===== config.mk =====
export PLATFORM = sky130hd
export DESIGN_NAME = dmux_delay_line_flat
export DESIGN_NICKNAME = d
export VERILOG_FILES = /design/src/rtl/dmux_delay_line_if.sv /design/src/rtl/dmux_delay_line.sv /design/src/flat_wrapper.sv
export SDC_FILE = /design/constraint.sdc
export NUM_CORES = 1
export LEC_CHECK = 0
export BUFFER_PORTS_ARGS = -buffer_cell sky130_fd_sc_hd__buf_2
export CORE_ASPECT_RATIO = 1.2
export CORE_MARGIN = 2
export CORE_UTILIZATION = 30
export CTS_CLUSTER_SIZE = 25
export DETAILED_ROUTE_END_ITERATION = 6
export PLACE_DENSITY_LB_ADDON = 0.25
export SYNTH_ARGS = -nofsm -noshare
export SYNTH_HDL_FRONTEND = slang
export SYNTH_SLANG_ARGS = --single-unit

===== constraint.sdc =====
create_clock -name clk -period 5.6 [get_ports clk]
set_clock_uncertainty 0.1 [all_clocks]
set_input_delay 0 -clock clk [delete_from_list [all_inputs] [get_ports clk]]
set_output_delay 0 -clock clk [all_outputs]
set_load 0.03 [all_outputs]

===== src/rtl/dmux_delay_line_if.sv =====
// rtl/dmux_delay_line_if.sv - input stream and routed outputs of dmux_delay_line
interface dmux_delay_line_if #(
    parameter int WIDTH = 1,
    parameter int CW    = 5
);
    logic             en;
    logic             flush;
    logic [WIDTH-1:0] din;
    logic             din_valid;
    logic             sel_in;
    logic [WIDTH-1:0] dout_0;
    logic             valid_0;
    logic [WIDTH-1:0] dout_1;
    logic             valid_1;
    logic [CW-1:0]    inflight;

    modport master (
        output en, flush, din, din_valid, sel_in,
        input  dout_0, valid_0, dout_1, valid_1, inflight
    );

    modport slave (
        input  en, flush, din, din_valid, sel_in,
        output dout_0, valid_0, dout_1, valid_1, inflight
    );
endinterface


===== src/rtl/dmux_delay_line.sv =====
// rtl/dmux_delay_line.sv - fixed-latency 1-to-2 routing delay line; option DMUX_ZERO_IDLE_EN
module dmux_delay_line #(
    parameter int WIDTH = 1,
    parameter int DEPTH = 4,
    parameter int CW    = 5
) (
    input logic              clk,
    input logic              rst,
    dmux_delay_line_if.slave bus
);
    localparam int NS = (DEPTH > 1) ? DEPTH - 1 : 1;

    logic             advance;
    logic             accept;
    logic             emit;
    logic             last_v;
    logic             last_sel;
    logic [WIDTH-1:0] last_data;

    assign advance = bus.en & ~bus.flush;
    assign accept  = advance & bus.din_valid;
    assign emit    = advance & last_v;

    generate
        if (DEPTH > 1) begin : g_stages
            logic [NS-1:0]    s_v;
            logic [NS-1:0]    s_sel;
            logic [WIDTH-1:0] s_data [NS];

            always_ff @(posedge clk) begin
                if (rst || bus.flush) begin
                    s_v <= '0;
                end else if (bus.en) begin
                    s_v[0] <= bus.din_valid;
                    for (int i = 1; i < NS; i++) begin
                        s_v[i] <= s_v[i-1];
                    end
                end
            end

            // sel is masked by din_valid so an undriven tag on an idle cycle never enters the pipe
            always_ff @(posedge clk) begin
                if (advance) begin
                    s_sel[0]  <= bus.din_valid & bus.sel_in;
                    s_data[0] <= bus.din;
                    for (int i = 1; i < NS; i++) begin
                        s_sel[i]  <= s_sel[i-1];
                        s_data[i] <= s_data[i-1];
                    end
                end
            end

            assign last_v    = s_v[NS-1];
            assign last_sel  = s_sel[NS-1];
            assign last_data = s_data[NS-1];
        end else begin : g_direct
            assign last_v    = bus.din_valid;
            assign last_sel  = bus.din_valid & bus.sel_in;
            assign last_data = bus.din;
        end
    endgenerate

    always_ff @(posedge clk) begin
        if (rst) begin
            bus.dout_0  <= '0;
            bus.dout_1  <= '0;
            bus.valid_0 <= 1'b0;
            bus.valid_1 <= 1'b0;
        end else begin
            bus.valid_0 <= emit & ~last_sel;
            bus.valid_1 <= emit & last_sel;
            if (emit && !last_sel) begin
                bus.dout_0 <= last_data;
            end
`ifdef DMUX_ZERO_IDLE_EN
            else begin
                bus.dout_0 <= '0;
            end
`endif
            if (emit && last_sel) begin
                bus.dout_1 <= last_data;
            end
`ifdef DMUX_ZERO_IDLE_EN
            else begin
                bus.dout_1 <= '0;
            end
`endif
        end
    end

    // With DEPTH=1 accept and emit always coincide, so the count stays at zero
    always_ff @(posedge clk) begin
        if (rst || bus.flush) begin
            bus.inflight <= '0;
        end else if (accept && !emit) begin
            bus.inflight <= bus.inflight + CW'(1);
        end else if (emit && !accept) begin
            bus.inflight <= bus.inflight - CW'(1);
        end
    end
endmodule


===== src/flat_wrapper.sv =====
// flat-port wrapper written by rule: the top's interface ports become plain ports
module dmux_delay_line_flat 
#(
    parameter int WIDTH = 1,
    parameter int DEPTH = 4,
    parameter int CW    = 5
)
  (clk, rst, bus_en, bus_flush, bus_din, bus_din_valid, bus_sel_in, bus_dout_0, bus_valid_0, bus_dout_1, bus_valid_1, bus_inflight);
  dmux_delay_line_if #(.WIDTH(WIDTH), .CW(CW)) bus_i ();
  input logic clk;
  input logic rst;
  input wire logic [$bits(bus_i.en)-1:0] bus_en;
  input wire logic [$bits(bus_i.flush)-1:0] bus_flush;
  input wire logic [$bits(bus_i.din)-1:0] bus_din;
  input wire logic [$bits(bus_i.din_valid)-1:0] bus_din_valid;
  input wire logic [$bits(bus_i.sel_in)-1:0] bus_sel_in;
  output wire logic [$bits(bus_i.dout_0)-1:0] bus_dout_0;
  output wire logic [$bits(bus_i.valid_0)-1:0] bus_valid_0;
  output wire logic [$bits(bus_i.dout_1)-1:0] bus_dout_1;
  output wire logic [$bits(bus_i.valid_1)-1:0] bus_valid_1;
  output wire logic [$bits(bus_i.inflight)-1:0] bus_inflight;
  assign bus_i.en = bus_en;
  assign bus_i.flush = bus_flush;
  assign bus_i.din = bus_din;
  assign bus_i.din_valid = bus_din_valid;
  assign bus_i.sel_in = bus_sel_in;
  assign bus_dout_0 = bus_i.dout_0;
  assign bus_valid_0 = bus_i.valid_0;
  assign bus_dout_1 = bus_i.dout_1;
  assign bus_valid_1 = bus_i.valid_1;
  assign bus_inflight = bus_i.inflight;
  dmux_delay_line #(.WIDTH(WIDTH), .DEPTH(DEPTH), .CW(CW)) u_core (.clk(clk), .rst(rst), .bus(bus_i));
endmodule

==> results by group, run 1 <==
Worst setup path
  – CP max stage cell: dlygate4sd3_1
  – CP startpoint kind: input pin
  – CP max stage delay: 520 ps
  – R2R depth: 8
  – WS Path Type: in -> reg
  – Worst EP required: 5730 ps
  – RR Startpoint: u_core.g_stages.s_v[2]
  – R2R Path End: u_core.bus.inflight[4]
  – R2r setup slk: 3490 ps
  – Crit-path cells: dlygate4sd3_1 > buf_2 > nor2b_1 > and2_1 > ha_1 > inv_1 > ha_1 > a21oi_1 > a211o_1 > a211oi_1 > a31o_2
  – Crit path DAT: 2780 ps
  – Crit end category: register
  – Crit-path max FO: 8
  – Crit path top cell by count: ha_1

Global routing
  – Vias in the first global route: 535
  – Initial antenna violation count: 0
  – Largest net degree at the start of global routing: 11
  – Global-route wire length before repair: 2.04 mm
  – Overflow after GRT: 0
  – GRT Overall Usage: 9.33%

Min path
  – Hold Path End: u_core.g_stages.s_data[0][1]
  – Hold Crit Class: reg -> reg
  – Worst Hold Depth: 0
  – Hold path start: u_core.g_stages.s_data[0][0]

Power and ir drop
  – Sw Share: 21.9%
  – Clock share of power: 27.8%
  – Leak Pwr: 0.413 nW
  – Reg power frac: 62.4%
  – Cell internal pwr: 0.174 mW
  – Peak supply drop: 105 uV
  – Total Power: 0.223 mW
  – Switch Pwr: 0.0490 mW
  – PD cells: 230 mW/mm^2
  – Combinational share of power: 9.8%

STA
  – Final hold violation count: 0
  – Crit path time final: 2650 ps
  – Final setup viols: 0
  – Fmax: 378 MHz
  – Pins Over Slew Limit: 0
  – RSZ-0062 raised after global routing: no
  – Worst Max-Slew Pin Slew: 591 ps
  – Slew headroom: 60.5%
  – Sum Neg Setup Slack: 0 ps
  – Tcrit/Tclk final: 47.2%

Cells and area
  – Antenna Cells: 0
  – Core Util, Final: 38.8%
  – Fraction of layout cells with a size suffix above 1: 20.4%
  – P&R area growth vs syn: 23.8%
  – Final Non-Filler Cells: 126
  – Layout Nets: 106
  – Fillers: 266

Drt
  – Via density: 4.50
  – First-pass detailed-route iteration total: 4
  – Antenna-violating nets left: 0
  – DR WL/cell: 10.2 microns
  – Drc violations: 0
  – DR iter-0 viols: 9
  – Total routed wirelength: 1.28 mm
  – Vias: 567

Floorplanning
  – Die W: 50.6 microns
  – Starting Density: 31.3%
  – IO Pins: 16
  – Die area: 0.00304 sq mm
  – Die Y-Extent: 60.0 microns
  – Core area: 0.00250 sq mm
  – Row Count: 20

Yosys
  – Top cell type's share of synthesized area: 30.7%
  – Ys Warns: 0
  – Synth top cells by count: 12 x dfxtp_1, 11 x nor2_1, 6 x edfxtp_1
  – Mapped Cells: 70
  – Sequential area share after synthesis: 53.7%
  – Mapped cell area: 783 sq um
  – Top-count cell post-synth: dfxtp_1
  – Yosys top cell by area: dfxtp_1
  – Post-synth ARST share: 0%
  – Post-synth EDFFs: 6
  – Register bit total from synthesis: 18
  – Syn Nets: 82
  – Post-Syn Area per Cell: 11.2 sq um
  – Synth Flop Type: dfxtp_1
  – Synth area leaders: dfxtp_1 31%, edfxtp_1 23%, ha_1 6.4%
  – Synth cell types: 27

Placed design
  – Routability congestion estimate from global placement: 0.707
  – I/O Buffers: 15
  – Dpl cells: 115
  – Hpwl dp: 941 microns

Clock tree
  – Clk slew on worst S/H paths: 90 ps
  – Root Buffer: clkbuf_4
  – Clk buf depth: 2
  – CTS Sinks: 18
  – Max H-tree Level: 1
  – Post-cts repair resize count: 0
  – Hold-fix buffers at CTS: 7
  – Total CTS buffers: 3
  – Post-CTS setup buffers: 0
  – Clock Latency Late Sink: 280 ps
  – CTS tree: yes

Flow run
  – Max Cap Violations: 0

Run status
  – Status: completed
[metrics by stage]
stage | cell area [sq um] | hold WS (ps) | worst slack [ps]
6_report | 970 | 327 | 2950
5_1_grt | 970 | 327 | 2760
4_1_cts | 970 | 316 | 2930
3_5_place_dp | 873 | 89.1 | 3150
3_3_place_gp | 873 | 78.7 | 3200
2_1_floorplan | 783 | -30.9 | 3360
[critical path, delay by kind of cell]
kind / cells / cell delay, ps
AOI/OAI and AO/OA: 4 / 740
adders and majority gates: 2 / 510
and+or+nand+nor: 2 / 740
buffers and inverters: 3 / 780
[cell families after synthesis]
family / after synthesis / share of synthesized area [%]
xor gates and xnor gates: 2 / 2.24
muxes: 5 / 6.39
DFF: 18 / 53.7
AOI/OAI and AO/OA: 9 / 7.35
buffers and inverters: 4 / 3.83
adders and majority gates: 5 / 8.95
and+or+nand+nor: 27 / 17.6
[layout by cell type (no fill, tap or decap), types with 3 or more instances in the layout]
cell type       n
ha_1            4
buf_2          15
dlygate4sd3_1   7
dfxtp_1        12
clkbuf_4        3
a21oi_1         4
nor2_1         11
and2_1          3
nand3_1         5
edfxtp_1        6
mux2i_1         5
[power groups by stage]
stage | Sequential (mW) | Clock (mW) | Combinational (mW)
after CTS | 0.140 | 0.0669 | 0.0221
after global placement | 0.142 | 0 | 0.0182
after detailed placement | 0.143 | 0 | 0.0182
final | 0.140 | 0.0620 | 0.0219
after floorplan | 0.144 | 0 | 0.0123
after global routing | 0.140 | 0.0715 | 0.0245
[worst max path at each step]
| stage | from | endpoint | slack (ps) |
|---|---|---|---|
| floorplan | bus_en | u_core.bus.inflight[4] | 3360 |
| global route | bus_en | u_core.bus.inflight[4] | 2760 |
| global placement | bus_en | u_core.bus.inflight[4] | 3200 |
| detailed placement | bus_en | u_core.bus.inflight[4] | 3150 |
| CTS | bus_en | u_core.bus.inflight[4] | 2930 |
| finish | bus_en | u_core.bus.inflight[4] | 2950 |
[flip-flops by register name (all words and copies together) (netlist names)]
register and flops:
u_core.g_stages.s_v 3, u_core.g_stages.s_sel 3, u_core.bus.valid_1 1, u_core.g_stages.s_data 3, u_core.bus.valid_0 1, u_core.bus.inflight 5
u_core.bus.dout_0 1, u_core.bus.dout_1 1
[metal layers]
metal  track usage (%)  vias to the layer above  part of all wire (%)
met3              2.25                        2                   2.9
met2              15.8                        9                    48
met4              8.11                        0                   1.4
met1              9.67                      258                    47
met5                 0                        -                     0
li1                  -                      298                     -
[final cells by class]
class                      instances  area [sq um]  area share [%]
timing repair buffer              22           145            15.0
clock inverter                     1          3.75           0.387
inverter                           1          3.75           0.387
multi-input combinational         48           333            34.3
sequential                        18           420            43.4
tap                               33          41.3            4.26
clock buffer                       3          22.5            2.32
Power figures use the tool's default switching activity.
==> inputs of run 2 (changes only) <==
--- a/config.mk
+++ b/config.mk
@@ -5,6 +5,7 @@
 export SDC_FILE = /design/constraint.sdc
 export NUM_CORES = 1
 export LEC_CHECK = 0
+export ABC_AREA = 1
 export BUFFER_PORTS_ARGS = -buffer_cell sky130_fd_sc_hd__buf_2
 export CORE_ASPECT_RATIO = 1.2
 export CORE_MARGIN = 2
==> constraint.sdc (replaced) <==
create_clock -name clk -period 2.6 [get_ports clk]
set_clock_uncertainty 0.1 [all_clocks]
set_input_delay 0 -clock clk [delete_from_list [all_inputs] [get_ports clk]]
set_output_delay 0 -clock clk [all_outputs]
set_load 0.03 [all_outputs]
==> results by group, run 2 <==
Worst setup path
  – Crit path DAT: 2270 ps
  – R2r setup slk: 680 ps
  – R2R Path End: u_core.bus.inflight[4]
  – RR Startpoint: u_core.g_stages.s_v[2]
  – Worst EP required: 2690 ps
  – Worst setup path start: bus_en
  – CP Capture Point: u_core.bus.inflight[4]
  – Crit end category: register
  – R2R depth: 9
  – CP startpoint kind: input pin
  – Crit-path max FO: 10
  – WS Path Type: in -> reg

Yosys
  – Synth cell types: 23
  – Yosys top cell by area: dfxtp_1
  – Xor-xnor portion of the synthesized cell area: 2.13%
  – Post-synthesis mux area share: 0%
  – Sequential area share after synthesis: 51.2%
  – Synth area leaders: dfxtp_1 29%, edfxtp_1 22%, nand2_1 11%
  – Syn Nets: 104
  – Ys Warns: 0
  – Adder-cell share of the synthesized area: 8.54%
  – Post-Synth Simple-Gate Area: 26.4%
  – Synth Flop Type: dfxtp_1
  – Mapped Cells: 92
  – Largest family of logic cells by synthesized area: simple AND/OR/NAND/NOR gates
  – Synth top cells by count: 23 x nand2_1, 12 x dfxtp_1, 10 x inv_1, 10 x nor2_1, 6 x edfxtp_1
  – Synth Area in Compound Gates: 5.64%
  – Post-synth EDFFs: 6
  – Post-Syn Area per Cell: 8.92 sq um
  – Post-synth ARST share: 0%
  – Mapped cell area: 821 sq um
  – Register bit total from synthesis: 18
  – Top-count cell post-synth: nand2_1
  – Top cell type's share of synthesized area: 29.3%

Global routing
  – Overflow after GRT: 0
  – Initial antenna violation count: 0
  – Largest net degree at the start of global routing: 11
  – Vias in the first global route: 684
  – GRT Overall Usage: 11.5%
  – Global-route wire length before repair: 2.62 mm

Floorplanning
  – Die W: 51.8 microns
  – Die area: 0.00317 sq mm
  – IO Pins: 16
  – Core area: 0.00258 sq mm
  – Starting Density: 31.8%
  – Die Y-Extent: 61.3 microns
  – Row Count: 20

STA
  – Hold slack: 330 ps
  – Crit path time final: 2180 ps
  – Pins Over Slew Limit: 0
  – Final setup viols: 0
  – Sum Neg Setup Slack: 0 ps
  – Worst Max-Slew Pin Slew: 289 ps
  – Final hold violation count: 0
  – RSZ-0062 raised after global routing: no
  – Fmax: 459 MHz
  – Tcrit/Tclk final: 83.8%
  – Slew headroom: 80.7%

Drt
  – DR iter-0 viols: 3
  – First-pass detailed-route iteration total: 3
  – Vias: 648
  – DR WL/cell: 9.71 microns
  – Total routed wirelength: 1.45 mm
  – Drc violations: 0
  – Antenna-violating nets left: 0
  – Via density: 4.35

Clock tree
  – Clock Latency Late Sink: 280 ps
  – Root Buffer: clkbuf_4
  – Clk buf depth: 2
  – CTS Sinks: 18
  – Clk slew on worst S/H paths: 100 ps
  – CTS tree: yes
  – Total CTS buffers: 3
  – Max H-tree Level: 1
  – Post-cts repair resize count: 0

Cells and area
  – FF+latch area: 420 sq um
  – Multi-input logic area: 350 sq um
  – Fillers: 260
  – Number of flip-flops under the largest register name: 5
  – Most frequent cells in the layout: 23 x nand2_1, 15 x buf_2, 12 x dfxtp_1, 10 x inv_1, 10 x nor2_1
  – P&R area growth vs syn: 24.1%
  – Layout Nets: 129
  – Commonest non-fill, non-tap cell in the layout: nand2_1
  – Largest reg by FF count: u_core.bus.inflight
  – Antenna Cells: 0
  – Fraction of layout cells with a size suffix above 1: 21.6%

Power and ir drop
  – Peak supply drop: 223 uV
  – Leak Pwr: 0.488 nW
  – PD cells: 481 mW/mm^2

Placed design
  – I/O Buffers: 15
  – Hpwl dp: 1.12 mm
  – Routability congestion estimate from global placement: 0.712

Min path
  – Hold Crit Class: in -> reg

Flow run
  – Max Cap Violations: 0

Run status
  – Status: completed
## run 2: cell types whose count changed after synthesis, sizes merged, moves of 2 or more
cell | before | now
a21oi | 4 | 6
mux2i | 5 | 0
inv | 1 | 11
or2 | 1 | 3
nand2 | 1 | 24
and2 | 3 | 0
## run 2: layout make-up
class / instances / area share (%)
clock inverter: 1 / 0.369
multi-input combinational: 61 / 34.4
tap: 33 / 4.05
inverter: 12 / 4.42
sequential: 18 / 41.3
timing repair buffer: 21 / 13.3
clock buffer: 3 / 2.21
## run 2: through the flow
stage	total power [mW]	utilization [%]	std cells	setup WS, ps	area (sq um)
floorplan	0.339	-	92	815	821
global placement	0.353	36.2	139	659	932
detailed placement	0.354	36.2	139	626	932
CTS	0.501	39.5	149	393	1020
global route	0.517	39.5	149	210	1020
finish	0.489	39.5	149	422	1020
## run 2: per-layer routing
metal	vias up	track usage (%)	wire length, microns
li1	343	-	-
met1	291	12.1	648
met2	12	21.2	726
met3	2	2.18	56
met4	0	6.77	16
met5	-	0	0
## run 2: cells by family (layout without fill, tap and decap cells)
| group | after synthesis | count (layout) |
|---|---|---|
| AND/OR/NAND/NOR | 46 | 46 |
| flip-flops | 18 | 18 |
| buffers and inverters | 13 | 37 |
| AO/OA/AOI/OAI | 8 | 8 |
| adder cells (fa/ha/maj) | 5 | 5 |
| XOR/XNOR | 2 | 2 |
## run 2: how the worst min path moves through the flow
stage / startpoint / to / slack, ps / cells after the start
after floorplan: rst / u_core.bus.dout_0 / -40 / 1
after global placement: bus_din / u_core.g_stages.s_data[0][0] / 80 / 1
after detailed placement: bus_din / u_core.g_stages.s_data[0][0] / 80 / 1
after CTS: bus_din / u_core.g_stages.s_data[0][0] / 310 / 2
after global routing: bus_din / u_core.g_stages.s_data[0][0] / 340 / 2
final: bus_din / u_core.g_stages.s_data[0][0] / 330 / 2
## run 2: where the power goes
group	internal [mW]	total [mW]	switching, mW	leakage (nW)
Sequential	0.298	0.301	0.00359	0.152
Clock	0.0556	0.136	0.0802	0.0154
Combinational	0.0228	0.0525	0.0298	0.320
Total	0.376	0.489	0.114	0.488
## run 2: worst max-delay path: stages
cell and delay [ps]:
dlygate4sd3_1 520, buf_2 150, inv_2 70, nor2_4 240, nand2_1 100, ha_1 200
inv_1 150, ha_1 280, or2_2 310, nand3_1 80, nand3_1 70, nand2_1 60
inv_1 30
## run 2: what timing repair did
| item | in CTS | in global routing |
|---|---|---|
| endpoints found under the hold margin | 15 | 0 |
| hold buffers | 6 | 0 |
| setup buffers | 0 | 0 |
==> inputs of run 3 (changes only) <==
==> constraint.sdc (replaced) <==
create_clock -name clk -period 1.9 [get_ports clk]
set_clock_uncertainty 0.1 [all_clocks]
set_input_delay 0 -clock clk [delete_from_list [all_inputs] [get_ports clk]]
set_output_delay 0 -clock clk [all_outputs]
set_load 0.03 [all_outputs]
==> results by group, run 3 (synthesis gave the netlist of run 2 again) <==
Cells and area
  – Antenna Cells: 0
  – Layout Nets: 134
  – Number of flip-flops under the largest register name: 5
  – Final Non-Filler Cells: 154
  – Design area: 0.00106 sq mm
  – Fraction of layout cells with a size suffix above 1: 23.1%
  – Most frequent cells in the layout: 23 x nand2_1, 15 x buf_2, 12 x dfxtp_1, 10 x nor2_1
  – P&R area growth vs syn: 29.6%
  – Commonest non-fill, non-tap cell in the layout: nand2_1
  – Largest reg by FF count: u_core.bus.inflight

STA
  – Pins Over Slew Limit: 0
  – RSZ-0062 raised after global routing: no
  – Tcrit/Tclk final: 94.1%
  – Final hold violation count: 0
  – Final setup viols: 0
  – Sum Neg Setup Slack: 0 ps
  – Worst Max-Slew Pin Slew: 307 ps
  – Slew headroom: 79.5%
  – Crit path time final: 1790 ps
  – Fmax: 559 MHz

Worst setup path
  – CP max stage cell: dlygate4sd3_1
  – Cell family with most CP delay: buffers and inverters
  – Crit path DAT: 1930 ps
  – R2R Path End: u_core.g_stages.s_v[2]
  – Crit-path cells: nand2_1 > dlygate4sd3_1 > a21oi_1 > dlygate4sd3_1
  – Crit end category: register
  – Crit path buf inv count: 2
  – R2r setup slk: 110 ps
  – CP max stage delay: 560 ps
  – Worst path depth: 4
  – R2R depth: 4
  – CP startpoint kind: register
  – Crit-path max FO: 2
  – Worst setup path start: u_core.g_stages.s_v[1]
  – WS Path Type: reg -> reg
  – Worst EP required: 2040 ps
  – CP Capture Point: u_core.g_stages.s_v[2]
  – RR Startpoint: u_core.g_stages.s_v[1]
  – Crit path top cell by count: dlygate4sd3_1

Clock tree
  – Clk buf depth: 2
  – Clock Latency Late Sink: 290 ps
  – Clk slew on worst S/H paths: 100 ps
  – CTS tree: yes
  – Max H-tree Level: 1
  – CTS Sinks: 18
  – Post-CTS setup buffers: 0
  – Total CTS buffers: 3
  – Root Buffer: clkbuf_4

Drt
  – Total routed wirelength: 1.53 mm
  – Vias: 685
  – Drc violations: 0
  – First-pass detailed-route iteration total: 4
  – Via density: 4.45
  – DR iter-0 viols: 5
  – Antenna-violating nets left: 0
  – DR WL/cell: 9.90 microns

Global routing
  – Largest net degree at the start of global routing: 11
  – Initial antenna violation count: 0
  – GRT Overall Usage: 12.1%
  – Global-route wire length before repair: 2.78 mm
  – Overflow after GRT: 0
  – Vias in the first global route: 700

Placed design
  – Dpl cells: 141
  – Hpwl dp: 1.07 mm
  – Placed inst area: 947 sq um
  – Routability congestion estimate from global placement: 0.791
  – I/O Buffers: 15

Run status
  – Status: completed

Floorplanning
  – Die Y-Extent: 61.3 microns
  – IO Pins: 16
  – Row Count: 20
  – Die area: 0.00317 sq mm
  – Die W: 51.8 microns
  – Core area: 0.00258 sq mm
  – Starting Density: 31.8%

Flow run
  – Max Cap Violations: 0

Min path
  – Hold Crit Class: in -> reg
  – Hold path start: bus_flush

Power and ir drop
  – Leak Pwr: 0.512 nW
  – Peak supply drop: 263 uV
  – PD cells: 640 mW/mm^2
  – Total Power: 0.681 mW
run 3: cell count changes in the layout (fill, tap and decap cells not counted), sizes merged:
cell / previous run / this run
dlygate4sd3: 6 / 9
buf: 15 / 17
run 3: worst min path at each step:
stage	end	slack [ps]	cells after the start
4_1_cts	u_core.bus.valid_0	110	5
6_report	u_core.bus.valid_0	110	5
3_3_place_gp	u_core.g_stages.s_data[0][0]	80	1
2_1_floorplan	u_core.bus.dout_0	-40	1
5_1_grt	u_core.g_stages.s_sel[2]	120	3
3_5_place_dp	u_core.g_stages.s_data[0][0]	80	1
run 3: stage by stage:
step                      hold slack [ps]  util (%)  worst slack [ps]
final                                 112      41.3               112
after global routing                  119      41.3              6.25
after CTS                             110      41.3               121
after detailed placement             79.6      36.7               113
after global placement               76.4      36.7               172
after floorplan                     -37.6         -               115
run 3: per-layer routing:
layer  GRT usage (%)  part of all wire [%]
met1            13.7                    45
met2            20.7                    47
met3            3.40                   5.2
met4            6.77                   2.6
met5               0                     0
run 3: area by class of cell:
| type | instances | area (sq um) |
|---|---|---|
| fillers | 266 | 1510 |
| flip-flops and latches | 18 | 420 |
| multi-input cells | 61 | 350 |
| repair buffers | 26 | 180 |
| inverters | 12 | 45.0 |
| well taps | 33 | 41.3 |
| clock buffers | 3 | 22.5 |
| clock inverters | 1 | 3.75 |
run 3: timing repair:
item                                    CTS  global route
resized for setup                         0             1
endpoints found under the setup margin    0             1
hold endpoints to repair                  9             0
hold buffers                              9             0
run 3: worst min-delay path: stages:
cell      delay, ps
buf_2           130
nor2_4           50
buf_4           170
nand3b_4         90
nor2_1           40
run 3: power breakdown:
group | total, mW | internal, mW | switching, mW | leakage [nW]
logic | 0.0742 | 0.0323 | 0.0419 | 0.345
clock network | 0.194 | 0.0764 | 0.118 | 0.0154
registers | 0.412 | 0.407 | 0.00524 | 0.152
total | 0.681 | 0.516 | 0.165 | 0.512
